## src/rtl/mem_access_ctrl.sv

```systemverilog
// mem_access_ctrl
// Load/store initiator between the CPU datapath and a 32-bit byte-banked data
// memory. It turns one CPU request into word-aligned memory transactions.
// Sub-word stores use read-modify-write. Load data is extracted from the word
// and then sign- or zero-extended. The block never issues an unaligned address.
//
// Ports
//   clk_i          system clock, rising edge
//   reset_i        synchronous active-high reset
//   req_i          request strobe, sampled only in IDLE
//   store_i        1 = store, 0 = load
//   size_i[2:0]    funct3: 000 B, 001 H, 010 W, 100 BU, 101 HU
//   addr_i[31:0]   byte address
//   wdata_i[31:0]  store data (low byte, half or word used)
//   rdata_o[31:0]  extended load result, held until the next load completes
//   done_o         one-cycle completion pulse
//   err_o          valid with done_o: misaligned access or illegal size
//   busy_o         high whenever the FSM is not in IDLE
//   mem_raddr_o    word-aligned memory read address
//   mem_waddr_o    word-aligned memory write address
//   mem_dataout_o  word driven to the memory data input
//   mem_datain_i   registered memory read data, valid 1 cycle after the address
//   mem_wr_o       memory write enable
module mem_access_ctrl (
  input  logic        clk_i,
  input  logic        reset_i,
  input  logic        req_i,
  input  logic        store_i,
  input  logic [2:0]  size_i,
  input  logic [31:0] addr_i,
  input  logic [31:0] wdata_i,
  output logic [31:0] rdata_o,
  output logic        done_o,
  output logic        err_o,
  output logic        busy_o,
  output logic [31:0] mem_raddr_o,
  output logic [31:0] mem_waddr_o,
  output logic [31:0] mem_dataout_o,
  input  logic [31:0] mem_datain_i,
  output logic        mem_wr_o
);

  typedef enum logic [2:0] {
    S_IDLE,
    S_READ,
    S_CAPTURE,
    S_WRITE,
    S_FINISH
  } state_e;

  localparam logic [2:0] SZ_B  = 3'b000;
  localparam logic [2:0] SZ_H  = 3'b001;
  localparam logic [2:0] SZ_W  = 3'b010;
  localparam logic [2:0] SZ_BU = 3'b100;
  localparam logic [2:0] SZ_HU = 3'b101;

  state_e      state_q, state_d;
  logic        store_q, store_d;
  logic [2:0]  size_q, size_d;
  logic [1:0]  off_q, off_d;
  // Only the low half of the store data is needed after acceptance: SW
  // forwards wdata_i straight to the memory in the accepting cycle.
  logic [15:0] wdata_q, wdata_d;
  logic [31:0] rdata_q, rdata_d;
  logic [31:0] raddr_q, raddr_d;
  logic [31:0] waddr_q, waddr_d;
  logic [31:0] dataout_q, dataout_d;
  logic        done_q, done_d;
  logic        err_q, err_d;
  logic        wr_q, wr_d;

  logic        illegal;
  logic [4:0]  byte_shift;
  logic [7:0]  lane_byte;
  logic [15:0] lane_half;
  logic [31:0] load_ext;
  logic [31:0] st_mask;
  logic [31:0] st_data;
  logic [31:0] merged;

  // Request legality is judged on the live inputs in IDLE so an illegal
  // request goes straight to FINISH without touching memory.
  always_comb begin
    illegal = 1'b0;
    case (size_i)
      SZ_B, SZ_BU: illegal = 1'b0;
      SZ_H, SZ_HU: illegal = addr_i[0];
      SZ_W:        illegal = (addr_i[1:0] != 2'b00);
      default:     illegal = 1'b1;
    endcase
    if (store_i && size_i[2]) illegal = 1'b1;
  end

  // Little-endian lanes: byte k lives at word[8k+7:8k]. Halves are only
  // legal at offsets 0 and 2, so off_q[1] selects the half.
  assign byte_shift = {off_q, 3'b000};
  assign lane_byte  = mem_datain_i[byte_shift +: 8];
  assign lane_half  = mem_datain_i[{off_q[1], 4'b0000} +: 16];

  always_comb begin
    case (size_q)
      SZ_B:    load_ext = {{24{lane_byte[7]}}, lane_byte};
      SZ_H:    load_ext = {{16{lane_half[15]}}, lane_half};
      SZ_BU:   load_ext = {24'h0, lane_byte};
      SZ_HU:   load_ext = {16'h0, lane_half};
      default: load_ext = mem_datain_i;
    endcase
  end

  // Replicating the store data across lanes lets one mask pick the target
  // bytes; everything outside the mask comes from the word just read.
  assign st_mask = (size_q[0] ? 32'h0000_FFFF : 32'h0000_00FF) << byte_shift;
  assign st_data = size_q[0] ? {2{wdata_q}} : {4{wdata_q[7:0]}};
  assign merged  = (mem_datain_i & ~st_mask) | (st_data & st_mask);

  // NOTE: every signal assigned here gets a default first, so no path can
  // leave one unassigned and infer a latch.
  always_comb begin
    state_d   = state_q;
    store_d   = store_q;
    size_d    = size_q;
    off_d     = off_q;
    wdata_d   = wdata_q;
    rdata_d   = rdata_q;
    raddr_d   = raddr_q;
    waddr_d   = waddr_q;
    dataout_d = dataout_q;
    done_d    = 1'b0;
    err_d     = 1'b0;
    wr_d      = 1'b0;

    case (state_q)
      S_IDLE: begin
        if (req_i) begin
          store_d = store_i;
          size_d  = size_i;
          off_d   = addr_i[1:0];
          wdata_d = wdata_i[15:0];
          if (illegal) begin
            done_d  = 1'b1;
            err_d   = 1'b1;
            state_d = S_FINISH;
          end else begin
            raddr_d = {addr_i[31:2], 2'b00};
            waddr_d = {addr_i[31:2], 2'b00};
            if (store_i && (size_i == SZ_W)) begin
              dataout_d = wdata_i;
              wr_d      = 1'b1;
              state_d   = S_WRITE;
            end else begin
              state_d = S_READ;
            end
          end
        end
      end
      // Memory is registering the read address during this cycle.
      S_READ: state_d = S_CAPTURE;
      S_CAPTURE: begin
        if (store_q) begin
          dataout_d = merged;
          wr_d      = 1'b1;
          state_d   = S_WRITE;
        end else begin
          rdata_d = load_ext;
          done_d  = 1'b1;
          state_d = S_FINISH;
        end
      end
      S_WRITE: begin
        done_d  = 1'b1;
        state_d = S_FINISH;
      end
      S_FINISH: state_d = S_IDLE;
      default:  state_d = S_IDLE;
    endcase
  end

  // NOTE: sequential state uses non-blocking assignments so every register
  // samples the pre-edge values regardless of statement order.
  always_ff @(posedge clk_i) begin
    if (reset_i) begin
      state_q   <= S_IDLE;
      store_q   <= 1'b0;
      size_q    <= 3'b000;
      off_q     <= 2'b00;
      wdata_q   <= 16'h0;
      rdata_q   <= 32'h0;
      raddr_q   <= 32'h0;
      waddr_q   <= 32'h0;
      dataout_q <= 32'h0;
      done_q    <= 1'b0;
      err_q     <= 1'b0;
      wr_q      <= 1'b0;
    end else begin
      state_q   <= state_d;
      store_q   <= store_d;
      size_q    <= size_d;
      off_q     <= off_d;
      wdata_q   <= wdata_d;
      rdata_q   <= rdata_d;
      raddr_q   <= raddr_d;
      waddr_q   <= waddr_d;
      dataout_q <= dataout_d;
      done_q    <= done_d;
      err_q     <= err_d;
      wr_q      <= wr_d;
    end
  end

  assign rdata_o       = rdata_q;
  assign done_o        = done_q;
  assign err_o         = err_q;
  assign busy_o        = (state_q != S_IDLE);
  assign mem_raddr_o   = raddr_q;
  assign mem_waddr_o   = waddr_q;
  assign mem_dataout_o = dataout_q;
  assign mem_wr_o      = wr_q;

endmodule
```

## config.mk

```make
export PLATFORM = sky130hd
export DESIGN_NAME = mem_access_ctrl
export DESIGN_NICKNAME = d
export VERILOG_FILES = /design/src/rtl/mem_access_ctrl.sv
export SDC_FILE = /design/constraint.sdc
export NUM_CORES = 1
export LEC_CHECK = 0
export CAP_MARGIN = 20
export CORE_AREA = 5 5 138 101
export CTS_BUF_LIST = sky130_fd_sc_hd__clkbuf_4 sky130_fd_sc_hd__clkbuf_8
export DETAILED_ROUTE_END_ITERATION = 10
export DIE_AREA = 0 0 143 106
export GPL_TIMING_DRIVEN = 0
export PLACE_DENSITY = 0.87
export REMOVE_ABC_BUFFERS = 1
export SLEW_MARGIN = 10
export SYNTH_ARGS = -nofsm -noshare
export SYNTH_HDL_FRONTEND = slang
export SYNTH_SLANG_ARGS = --single-unit
```

## constraint.sdc

```tcl
create_clock -name clk_i -period 5.5 [get_ports clk_i]
set_input_delay 0.55 -clock clk_i [delete_from_list [all_inputs] [get_ports clk_i]]
set_output_delay 0.55 -clock clk_i [all_outputs]
set_load 0.02 [all_outputs]
```

* Yosys cells after proc, flatten, opt, wreduce, memory -nomap -nowiden
Index checks and enable logic that the tools add are counted.
** Word-level totals
- Input port bits :: 103
- Logic and storage cells :: 74
- Output and inout port bits :: 132
- Register bits :: 122
** Operators by class
- Reduce and logical (&&, ||, !) cells :: 15
- Bitwise logic cells :: 7
- Eq/ne operators :: 14
- Muxes and demuxes :: 24
- Shift-type cells :: 3
** Operator list (count)
- $mux 32 :: 5
- $pmux 32 s4 :: 1
- $and 32x32->32 :: 2
- $pmux 32 s2 :: 1
- $not 32->32 :: 1
- $or 32x32->32 :: 1
- $shiftx 32x6->16 :: 1
- $shiftx 32x6->8 :: 1
- $shl 16x5->32 :: 1
- $mux 16 :: 1
- $eq 3x3->1 const B :: 4
- $pmux 3 s4 :: 1
- $eq 3x1->1 const B :: 3
- $eq 3x2->1 const B :: 3
- $logic_not 3->1 :: 3
- $mux 3 :: 3
- $mux 1 :: 8
- $ne 2x2->1 const B :: 4
- $pmux 1 s3 :: 2
- $reduce_or 2->1 :: 3
- $reduce_and 5->1 :: 1
- $reduce_and 2->1 :: 2
- $reduce_bool 2->1 :: 2
- $not 1->1 :: 3
- other kinds (5) :: 6

* Depth between registers and ports, before layout
- Word-level depth :: 7
- Mapped depth :: 7
- Depth with buffers taken out :: 4

* Worst setup path after synthesis
No wires, ideal clock.
- Path type :: in2reg
- Start point :: in mem_datain_i[31]
- End point :: reg rdata_q[21] (netlist: rdata_o[21])
- Buffers on the path :: 1
- Stages :: 5
- Data arrival time :: 1.722 ns
- Slack :: 3.644 ns
- Required time :: 5.366 ns
- Setup time :: 0.134 ns
- Cell sequence :: mux4_2 or2_2 a21oi_4 buf_6 a211oi_1
** On the way
- Cells in the longest elaborated chain, start to end :: 2
- Elaborated cells on any way between the ends :: 3
** RTL lines
- start, declared :: RTL line 39 : input logic [31:0] mem_datain_i,
- $shiftx 32x6->16 or $shiftx 32x6->8 (tied branches) :: RTL line 98, 97
- $pmux 32 s4 (*) :: RTL line 101 : case (size_q)
- end signal, assigned :: RTL line 200 : rdata_q <= rdata_d;
- end, declared :: RTL line 64 : logic [31:0] rdata_q, rdata_d;
Every way passes the cells marked *; elsewhere a longest branch is shown, timed or not.
A chain may end at the register's enable or synchronous reset.

* Worst setup path in the final report
- Start point :: reg off_q[1]
- End point :: reg dataout_q[31] (netlist: mem_dataout_o[31])
** On the way
- Cells in the longest elaborated chain, start to end :: 6
- Elaborated cells on any way between the ends :: 7
** RTL lines
- start, declared :: RTL line 60 : logic [1:0] off_q, off_d;
- start signal, assigned :: RTL line 185 : off_q <= 2'b00;
- start signal, assigned :: RTL line 198 : off_q <= off_d;
- $shl 16x5->32 (*) :: RTL line 112 : assign st_mask = (size_q[0] ? 32'h0000_FFFF : 32'h0000_00FF) << byte_shift;
- $not 32->32 :: RTL line 114 : assign merged = (mem_datain_i & ~st_mask) | (st_data & st_mask);
- $and 32x32->32 :: RTL line 114
- $or 32x32->32 (*) :: RTL line 114
- $mux 32 (*) :: RTL line 159 : if (store_q) begin
- $pmux 32 s2 (*) :: RTL line 132 : case (state_q)
- end signal, assigned :: RTL line 203 : dataout_q <= dataout_d;
- end, declared :: RTL line 67 : logic [31:0] dataout_q, dataout_d;
Every way passes the cells marked *; elsewhere a longest branch is shown, timed or not. The select of a mux whose other input is x is not followed.

==> run metrics <==
status complete, no violations; Post-synth EDFFs 0; Critical Path RT about 6 ns; CP Launch Type register; clk buf depth 2; RSZ-0062 raised after global routing no; dominant cell type by area after synthesis dfxtp_1; Die Span Y 106 um; WS Path Type reg2reg; IO Port Bufs 230; TritonRoute pass-1 iters 5; final worst-path cycle share around 53%; clock transition at the registers of the reported paths ~0.070 ns; synthesized area 5950 um^2; Slowest cell on crit path dfxtp_1; Post-Route Setup TNS 0 ns; Hold WC Path Type reg2reg; register-to-register setup slack ~2.6 ns; measured slew at the worst slew-check pin a little under 1 ns; setup repair bufs after CTS 0; FF-to-FF Start off_q[1]$_SDFFE_PP0P_; IO Count about 240; Synth Instances around 740; WHS Endpoint mem_dataout_o[7]$_SDFFE_PP0P_; Hold Buf Count CTS 0; Max Slew Vio Count 0; Synth area leaders dfxtp_1 (41%), nand2_1 (11%), a21oi_1 (5.8%); clk_skew between 0.01 and 0.015 ns; worst skew pair latency ~0.43 ns; top-area cell type share of the netlist area 41.0%; Ys Warns 0; detailed router's first-iteration violation count just over 600; Filler Cell Count between 1000 and 1500; DRC viols 0; vias in the first global route between 5000 and 6000; Overflow after GRT 0; Max rail drop VDD about 0.19 mV; dpl ws approximately 2.1 ns; # setup viols final 0; Detail Route Antenna Nets 0; antenna cells 0; Max stage delay on crit path 0.91 ns; TritonCTS Buffers 17; # resized after CTS 0; first-pass GRT wire length around 32000 um; min Tclk post-route between 2 and 3 ns; hold path depth 2; Max-slew headroom approximately a third; WL/cell 18.9 um; final worst setup slack 2.60 ns; dpl hpwl about 15000 um; most common cell after layout, fill and taps aside clkdlybuf4s50_1; share of flip-flops with an asynchronous set or reset 0%; CTS tree done; vias per cell about 5.7; Sink Count about 120; achievable clock frequency about 340 MHz; total core area between 10000 and 15000 um^2; CP endpoint kind register; Die W between 100 and 150 um; post-synth cell types between 50 and 60; Area growth syn-to-layout 43.9%; Avg Inst Size Synth about 8.0 um^2; Critical R2R Capture mem_dataout_o[31]$_SDFFE_PP0P_; largest net degree at the start of global routing 67; critical path arrival roughly 3.2 ns; dominant synthesized flop cell dfxtp_1; DRT Wirelength between 20000 and 25000 um; Seq/Total Area, Yosys approximately two fifths; vias slightly above 6000; Rows 35; clock root cell clkbuf_8; layout cells sized above 1 about 6.6%; Register-to-Register Path Depth 5; leakage power just under 3 nW; Yosys reg bits ~120; max cap viols 0; fin nets ~1000; CTS H-Tree Depth 4; initial antenna violation count 0; Die Area 15200 um^2; Tot GR Track Use between 20% and 30%; worst-path maximum fanout 22; Hold Vio Cnt, Final 0; crit-path cells buf_6, clkinv_1, nor2_1, o221ai_1, a311oi_1; worst hold start mem_dataout_o[7]$_SDFFE_PP0P_; commonest non-fill, non-tap cells in the layout clkdlybuf4s50_1 (229), nand2_1 (171), dfxtp_1 (121); Pwr Density 262 nW/um^2; starting density of the core between 40% and 50%; Final Wtd Congestion 0.894
## worst max-delay path by stage
stage	cells after the start	from	endpoint
2_1_floorplan	4	req_i	mem_raddr_o[10]$_SDFFE_PP0P_
3_3_place_gp	3	reset_i	state_q[0]$_SDFFE_PP0P_
3_5_place_dp	6	req_i	mem_dataout_o[12]$_SDFFE_PP0P_
4_1_cts	6	req_i	mem_dataout_o[12]$_SDFFE_PP0P_
5_1_grt	5	off_q[1]$_SDFFE_PP0P_	mem_dataout_o[26]$_SDFFE_PP0P_
6_report	5	off_q[1]$_SDFFE_PP0P_	mem_dataout_o[31]$_SDFFE_PP0P_
## report_power, final
| part | total (W) | switching [W] | leakage (nW) | internal [W] |
|---|---|---|---|---|
| Sequential | 0.000954 | 0.0000403 | 0.990 | 0.000913 |
| Clock | 0.000912 | 0.000346 | 0.232 | 0.000566 |
| Combinational | 0.000381 | 0.000199 | 1.68 | 0.000181 |
| Total | 0.00225 | 0.000586 | 2.90 | 0.00166 |
## sequential cells by signal, indices dropped and copies added (netlist names)
name,count
off_q,2
mem_dataout_o,32
mem_raddr_o,30
store_q,1
mem_wr_o,1
rdata_o,32
size_q,3
done_o,1
wdata_q,16
state_q,3
err_o,1
## per-stage QoR
stage          util, %  power, W  std cells  hold slack (ns)  cell area [um^2]
2_1_floorplan        -   0.00113        649            0.430              5430
3_3_place_gp      62.8   0.00133       1045            0.439              7940
3_5_place_dp      63.8   0.00134       1052            0.445              8080
4_1_cts           67.4   0.00225       1082            0.454              8530
5_1_grt           67.7   0.00233       1084            0.481              8570
6_report          67.7   0.00225       1084            0.452              8570
## worst max-delay path, delay by kind of cell (launching register included)
kind	cells	cell delay [ns]
compound gates	2	0.62
buf+inv	2	0.66
flops	1	0.91
simple gates	1	0.61
## area by class of cell
class / count / area, um^2 / area share, %
Multi-Input combinational cell: 517 / 2980 / 34.8
Sequential cell: 122 / 2440 / 28.5
Clock buffer: 21 / 277 / 3.23
Inverter: 10 / 37.5 / 0.438
Tap cell: 166 / 208 / 2.42
Clock inverter: 9 / 170 / 1.99
Timing Repair Buffer: 239 / 2450 / 28.6
## cells by family (layout without fill, tap and decap cells)
family	Yosys count	after routing	share of synthesized area [%]
AND/OR/NAND/NOR	300	300	22.4
AO/OA/AOI/OAI	195	195	23.6
flip-flops	122	122	41.0
buffers and inverters	108	279	9.56
multiplexers	18	18	3.38
other	1	4	0.0630
## synth_stat cells (9+ instances only)
| cell type | instances |
|---|---|
| buf_2 | 17 |
| o221ai_1 | 17 |
| a211oi_1 | 26 |
| buf_4 | 34 |
| nor3_1 | 11 |
| nand3b_1 | 10 |
| mux2i_1 | 10 |
| inv_1 | 9 |
| nand2_1 | 171 |
| nor3b_1 | 9 |
| a311oi_1 | 23 |
| o21ai_0 | 9 |
| a21oi_1 | 69 |
| nor2_1 | 72 |
| clkbuf_1 | 40 |
| dfxtp_1 | 122 |
## layer usage
metal  GRT usage, %  vias to the layer above  wire (um)
met5              0                        -          0
met4           7.67                        0        379
met3           11.0                       33       2560
met2           42.2                      345       9600
met1           32.6                     2900       7950
li1               -                     2929          -
Note: power is estimated with default switching activity, not from simulation.
